## src/rtl/uart_tx_arbiter.sv

```systemverilog
// uart_tx_arbiter: round-robin share of one 8N1 UART TX line between
// two byte requesters; every line change is paced by the baud tick.
module uart_tx_arbiter #(
    parameter int STOP_BITS = 1
) (
    input  logic       clk_24M,
    input  logic       reset,
    input  logic       baud_tick,
    input  logic       req0_valid,
    input  logic [7:0] req0_data,
    output logic       req0_ready,
    input  logic       req1_valid,
    input  logic [7:0] req1_data,
    output logic       req1_ready,
    output logic       tx,
    output logic       busy,
    output logic       grant_id,
    output logic       frame_done
);
    typedef enum logic [2:0] {
        S_IDLE,
        S_ALIGN,
        S_START,
        S_DATA,
        S_STOP
    } state_t;

    localparam logic STOP_LAST = 1'(STOP_BITS - 1);

    state_t     r_state, w_state_nx;
    logic [7:0] r_shift, w_shift_nx;
    logic [2:0] r_bit_cnt, w_bit_cnt_nx;
    logic       r_stop_cnt, w_stop_cnt_nx;
    logic       r_tx, w_tx_nx;
    logic       r_busy, w_busy_nx;
    logic       r_grant, w_grant_nx;
    logic       r_last, w_last_nx;
    logic       r_done, w_done_nx;
    logic       w_pick1;
    logic       w_accept;

    // On a tie the requester that was not served last wins.
    assign w_pick1 = req1_valid && (!req0_valid || !r_last);
    assign w_accept = (r_state == S_IDLE) && !reset
                   && (req0_valid || req1_valid);

    assign req0_ready = w_accept && !w_pick1;
    assign req1_ready = w_accept && w_pick1;
    assign tx         = r_tx;
    assign busy       = r_busy;
    assign grant_id   = r_grant;
    assign frame_done = r_done;

    // Next-state and registered-output logic; line moves only on a tick.
    always_comb begin
        w_state_nx    = r_state;
        w_shift_nx    = r_shift;
        w_bit_cnt_nx  = r_bit_cnt;
        w_stop_cnt_nx = r_stop_cnt;
        w_tx_nx       = r_tx;
        w_busy_nx     = r_busy;
        w_grant_nx    = r_grant;
        w_last_nx     = r_last;
        w_done_nx     = 1'b0;
        unique case (r_state)
            S_IDLE: begin
                if (w_accept) begin
                    w_shift_nx = w_pick1 ? req1_data : req0_data;
                    w_grant_nx = w_pick1;
                    w_last_nx  = w_pick1;
                    w_busy_nx  = 1'b1;
                    w_state_nx = S_ALIGN;
                end
            end
            S_ALIGN: begin
                if (baud_tick) begin
                    w_tx_nx    = 1'b0;
                    w_state_nx = S_START;
                end
            end
            S_START: begin
                if (baud_tick) begin
                    w_tx_nx      = r_shift[0];
                    w_shift_nx   = {1'b0, r_shift[7:1]};
                    w_bit_cnt_nx = 3'd0;
                    w_state_nx   = S_DATA;
                end
            end
            S_DATA: begin
                if (baud_tick) begin
                    w_bit_cnt_nx = r_bit_cnt + 3'd1;
                    if (r_bit_cnt == 3'd7) begin
                        w_tx_nx       = 1'b1;
                        w_stop_cnt_nx = 1'b0;
                        w_state_nx    = S_STOP;
                    end else begin
                        w_tx_nx    = r_shift[0];
                        w_shift_nx = {1'b0, r_shift[7:1]};
                    end
                end
            end
            S_STOP: begin
                if (baud_tick) begin
                    if (r_stop_cnt == STOP_LAST) begin
                        w_busy_nx  = 1'b0;
                        w_done_nx  = 1'b1;
                        w_state_nx = S_IDLE;
                    end else begin
                        w_stop_cnt_nx = r_stop_cnt + 1'b1;
                    end
                end
            end
            default: begin
                w_state_nx = S_IDLE;
            end
        endcase
    end

    // State register; reset aborts any frame and parks the line at mark.
    always_ff @(posedge clk_24M) begin
        if (reset) begin
            r_state    <= S_IDLE;
            r_shift    <= 8'd0;
            r_bit_cnt  <= 3'd0;
            r_stop_cnt <= 1'b0;
            r_tx       <= 1'b1;
            r_busy     <= 1'b0;
            r_grant    <= 1'b0;
            r_last     <= 1'b1;
            r_done     <= 1'b0;
        end else begin
            r_state    <= w_state_nx;
            r_shift    <= w_shift_nx;
            r_bit_cnt  <= w_bit_cnt_nx;
            r_stop_cnt <= w_stop_cnt_nx;
            r_tx       <= w_tx_nx;
            r_busy     <= w_busy_nx;
            r_grant    <= w_grant_nx;
            r_last     <= w_last_nx;
            r_done     <= w_done_nx;
        end
    end
endmodule
```

## config.mk

```make
export PLATFORM = sky130hd
export DESIGN_NAME = uart_tx_arbiter
export DESIGN_NICKNAME = d
export VERILOG_FILES = /design/src/rtl/uart_tx_arbiter.sv
export SDC_FILE = /design/constraint.sdc
export NUM_CORES = 1
export LEC_CHECK = 0
export ABC_AREA = 1
export ABC_CLOCK_PERIOD_IN_PS = 1350
export CAP_MARGIN = 20
export CORE_ASPECT_RATIO = 1.2
export CORE_MARGIN = 1.5
export CORE_UTILIZATION = 44
export CTS_CLUSTER_DIAMETER = 200
export DETAILED_ROUTE_END_ITERATION = 6
export MAX_ROUTING_LAYER = met4
export PLACE_DENSITY = 0.75
export SYNTH_ARGS = -nofsm -noshare
export SYNTH_HDL_FRONTEND = slang
export SYNTH_SLANG_ARGS = --single-unit
export TNS_END_PERCENT = 20
```

## constraint.sdc

```tcl
create_clock -name clk_24M -period 1.35 [get_ports clk_24M]
set_input_delay 0.135 -clock clk_24M [delete_from_list [all_inputs] [get_ports clk_24M]]
set_output_delay 0.135 -clock clk_24M [all_outputs]
set_load 0.005 [all_outputs]
```

==> impl_metrics.toml <==
[synth]
syn-num-nets = 202
yosysWarnings = 0
synth_edf_count = 0
netlist_area_mm2 = 0.00113
synthArstFlopShare_pct = 0
synth_top_area_share_pct = 33.6
synth_common_cells = "nand2_1 (47), nor2_1 (31), inv_1 (30), dfxtp_1 (19)"
yosysSeqAreaShare_pct = 33.6
yosysUniqueCellTypes = 24
yosys-top-cells-area = "dfxtp_1 (34%), nand2_1 (16%), nor2_1 (10%)"
netlist_instances = 179
ys_ff_latch = 19
yosys.area.top_type = "dfxtp_1"
syn_avg_cell_area_um2 = 6.33
synth_most_common_cell = "nand2_1"
ys.flop_type = "dfxtp_1"

[setup_path]
worstSetupPathType = "register to primary output"
critPathSlowestCell = "dfxtp_2"
reg2reg_slack_ns = -0.05
crit_family = "simple AND/OR/NAND/NOR gates"
slowest_delay_ns = 0.36
worst-path-buf-inv = 3
worstReg2RegStart = "r_state[1]$_SDFFE_PP0P_"
startpoint_type = "register"
r2r_cells = 10
path_cells = "nor2_4, nand2_2, nor2_4, buf_6, inv_4, nor2_4, buf_2"
end_kind = "primary output"
cp.arrival_ns = 1.37
reg2reg_to = "r_last$_SDFFE_PP1P_"
critical_path_required_ns = 1.22
path_max_fanout = 2
cpMostUsedCell = "nor2_4"

[floorplan]
dieArea_mm2 = 0.00289
die_x_um = 49.3
start_util_pct = 48.1
num_io_pins = 27
rows = 19
coreArea_mm2 = 0.00235
die_h_um = 58.6

[power_and_ir_drop]
power.total_mw = 3.00
switchingPower_mw = 1.28
power_density_mw_per_mm2 = 1750
power.leakage_nw = 0.874
combPwrFrac_pct = 61.6
sw_frac_of_total_pct = 42.7
p_clk_share_pct = 10.0
intPower_mw = 1.72
p_seq_share_pct = 28.5
ir_drop_mv = 1.33

[sta]
fmax_mhz = 666
finalCritPeriodShare_pct = 111
whs_ns = 0.432
setup_violations = 11
final.setup.worst_slack_ns = -0.152
finalHoldViolCount = 0
skew_ns = 0.000874
period_minus_slack_ns = 1.50
finalMaxSlewViolations = 0
relSlewSlack_pct = 81.3
rsz0062_at_grt = "yes"
worst_slew_pin_slew_ns = 0.281

[placement]
dp_slack_ns = -0.532
hpwl_mm = 1.96
place_inst = 252
placed_area_mm2 = 0.00155
io_buffer_count = 26
finalWeightedCongestion = 0.883

[clock_network]
cts-htree-levels = 1
clockBufferDepth = 2
cts_buffers = 3
cts_hold_buf = 0
clk_latency_ns = 0.31
clk_pin_slew_ns = 0.11
cts_tree = "done"
cts.sinks = 19
cts-root-buf = "clkbuf_4"

[final_layout]
syn_to_final_growth_pct = 51.5
design_area_mm2 = 0.00172
fin_nets = 256
fin_cells = 263
drive_above_1_share_pct = 27.6
antenna_cells = 0
final.fill_count = 189

[route]
dr_total_vias = 1292
routed_wirelength_mm = 2.95
drt_iter0_markers = 36
drc = 0
vias_per_cell = 4.91
postRouteAntennaNets = 0
routedWlPerCell_um = 11.2
first_pass_iters = 4

[worst_hold_path]
min-delay-start = "req1_valid"
hold_path_end = "grant_id$_SDFFE_PP0P_"
min_path_type = "input pin to register"
hold_depth = 5

[grt]
first_global_vias = 1221
antenna_found_initial = 0
grt_pass1_wl_mm = 4.97
grt_usage_pct = 22.6
grt-ovfl-total = 0
grt_max_degree = 17

[run_status]
status = "finished, violations left"
violations = "setup timing"

[flow_run]
max_cap_viol_count = 0
-- registers in the layout, indices dropped and copies added, names as in the netlist --
| register | cells |
|---|---|
| r_shift | 8 |
| r_bit_cnt | 3 |
| r_state | 3 |
| busy | 1 |
| frame_done | 1 |
| grant_id | 1 |
| r_last | 1 |
| tx | 1 |
-- final cells by class --
class	instances	area (um2)	share of cell area [%]
sequential	19	388	22.6
clock inverter	1	5.00	0.292
clock buffer	3	22.5	1.31
timing repair buffer	53	465	27.1
multi-input combinational	125	677	39.5
tap	31	38.8	2.26
inverter	31	119	6.93
-- worst max path at each step --
stage	startpoint	end	slack (ns)	cells past startpoint
5_1_grt	r_state[1]$_SDFFE_PP0P_	req1_ready	-0.20	7
2_1_floorplan	r_bit_cnt[0]$_SDFFE_PP0P_	r_shift[1]$_SDFFE_PP0P_	0.01	9
6_report	r_state[1]$_SDFFE_PP0P_	req0_ready	-0.15	7
3_5_place_dp	req0_valid	req0_ready	-0.53	8
4_1_cts	r_state[0]$_SDFFE_PP0P_	req0_ready	-0.1	7
3_3_place_gp	req0_valid	req0_ready	-0.44	8
-- power by group through the flow --
stage | logic [mW] | registers [mW] | clock network [mW]
floorplan | 1.11 | 0.858 | 0
global placement | 1.55 | 0.826 | 0
detailed placement | 1.59 | 0.831 | 0
CTS | 1.72 | 0.842 | 0.304
global route | 2.07 | 0.871 | 0.325
finish | 1.85 | 0.855 | 0.299
-- worst register-to-register path: stages (launching register included) --
cell,delay (ns)
dfxtp_2,0.36
nor2_4,0.13
nand2_2,0.09
nor2_4,0.13
buf_6,0.12
inv_4,0.04
buf_4,0.12
buf_6,0.10
buf_6,0.11
nand2_4,0.05
nand3_2,0.06
-- per-stage QoR --
| step | util, % | setup TNS, ns |
|---|---|---|
| floorplan | - | 0 |
| finish | 72.9 | -0.429 |
| detailed placement | 66.0 | -3.75 |
| global placement | 66.0 | -2.43 |
| global route | 72.9 | -1.29 |
| CTS | 70.7 | -0.160 |
-- cells in the final DEF, fill, tap and decap left out, drive strengths merged --
master / count
nand2: 54
nor2: 36
inv: 31
buf: 29
clkdlybuf4s50: 22
dfxtp: 19
o22ai: 7
nand3: 7
a21oi: 6
nor3: 3
o21ai: 3
clkbuf: 3
nand4: 2
o211ai: 2
ha: 2
dlygate4sd2: 2
or2: 1
nand3b: 1
a31oi: 1
clkinv: 1
-- layer usage --
layer	GRT usage, %	share of wire [%]	vias to the layer above
li1	-	-	662
met1	23.4	42	592
met2	42.3	52	33
met3	2.79	4.5	5
met4	10.6	1.7	0
met5	-	0	-
-- cells by family (layout without fill, tap and decap cells) --
family / after synthesis / count (layout) / synth area share [%]
and+or+nand+nor: 104 / 104 / 41.4
AOI/OAI and AO/OA: 19 / 19 / 9.72
adders and majority gates: 2 / 2 / 2.21
DFF: 19 / 19 / 33.6
buffers and inverters: 35 / 88 / 13.0
-- timing repair --
item | in CTS | in global routing
gates resized for setup | 25 | 12
setup buffers | 6 | 1
setup endpoints to repair | 10 | 14
pin swaps | 14 | 4
(Power assumes the default switching activity.)
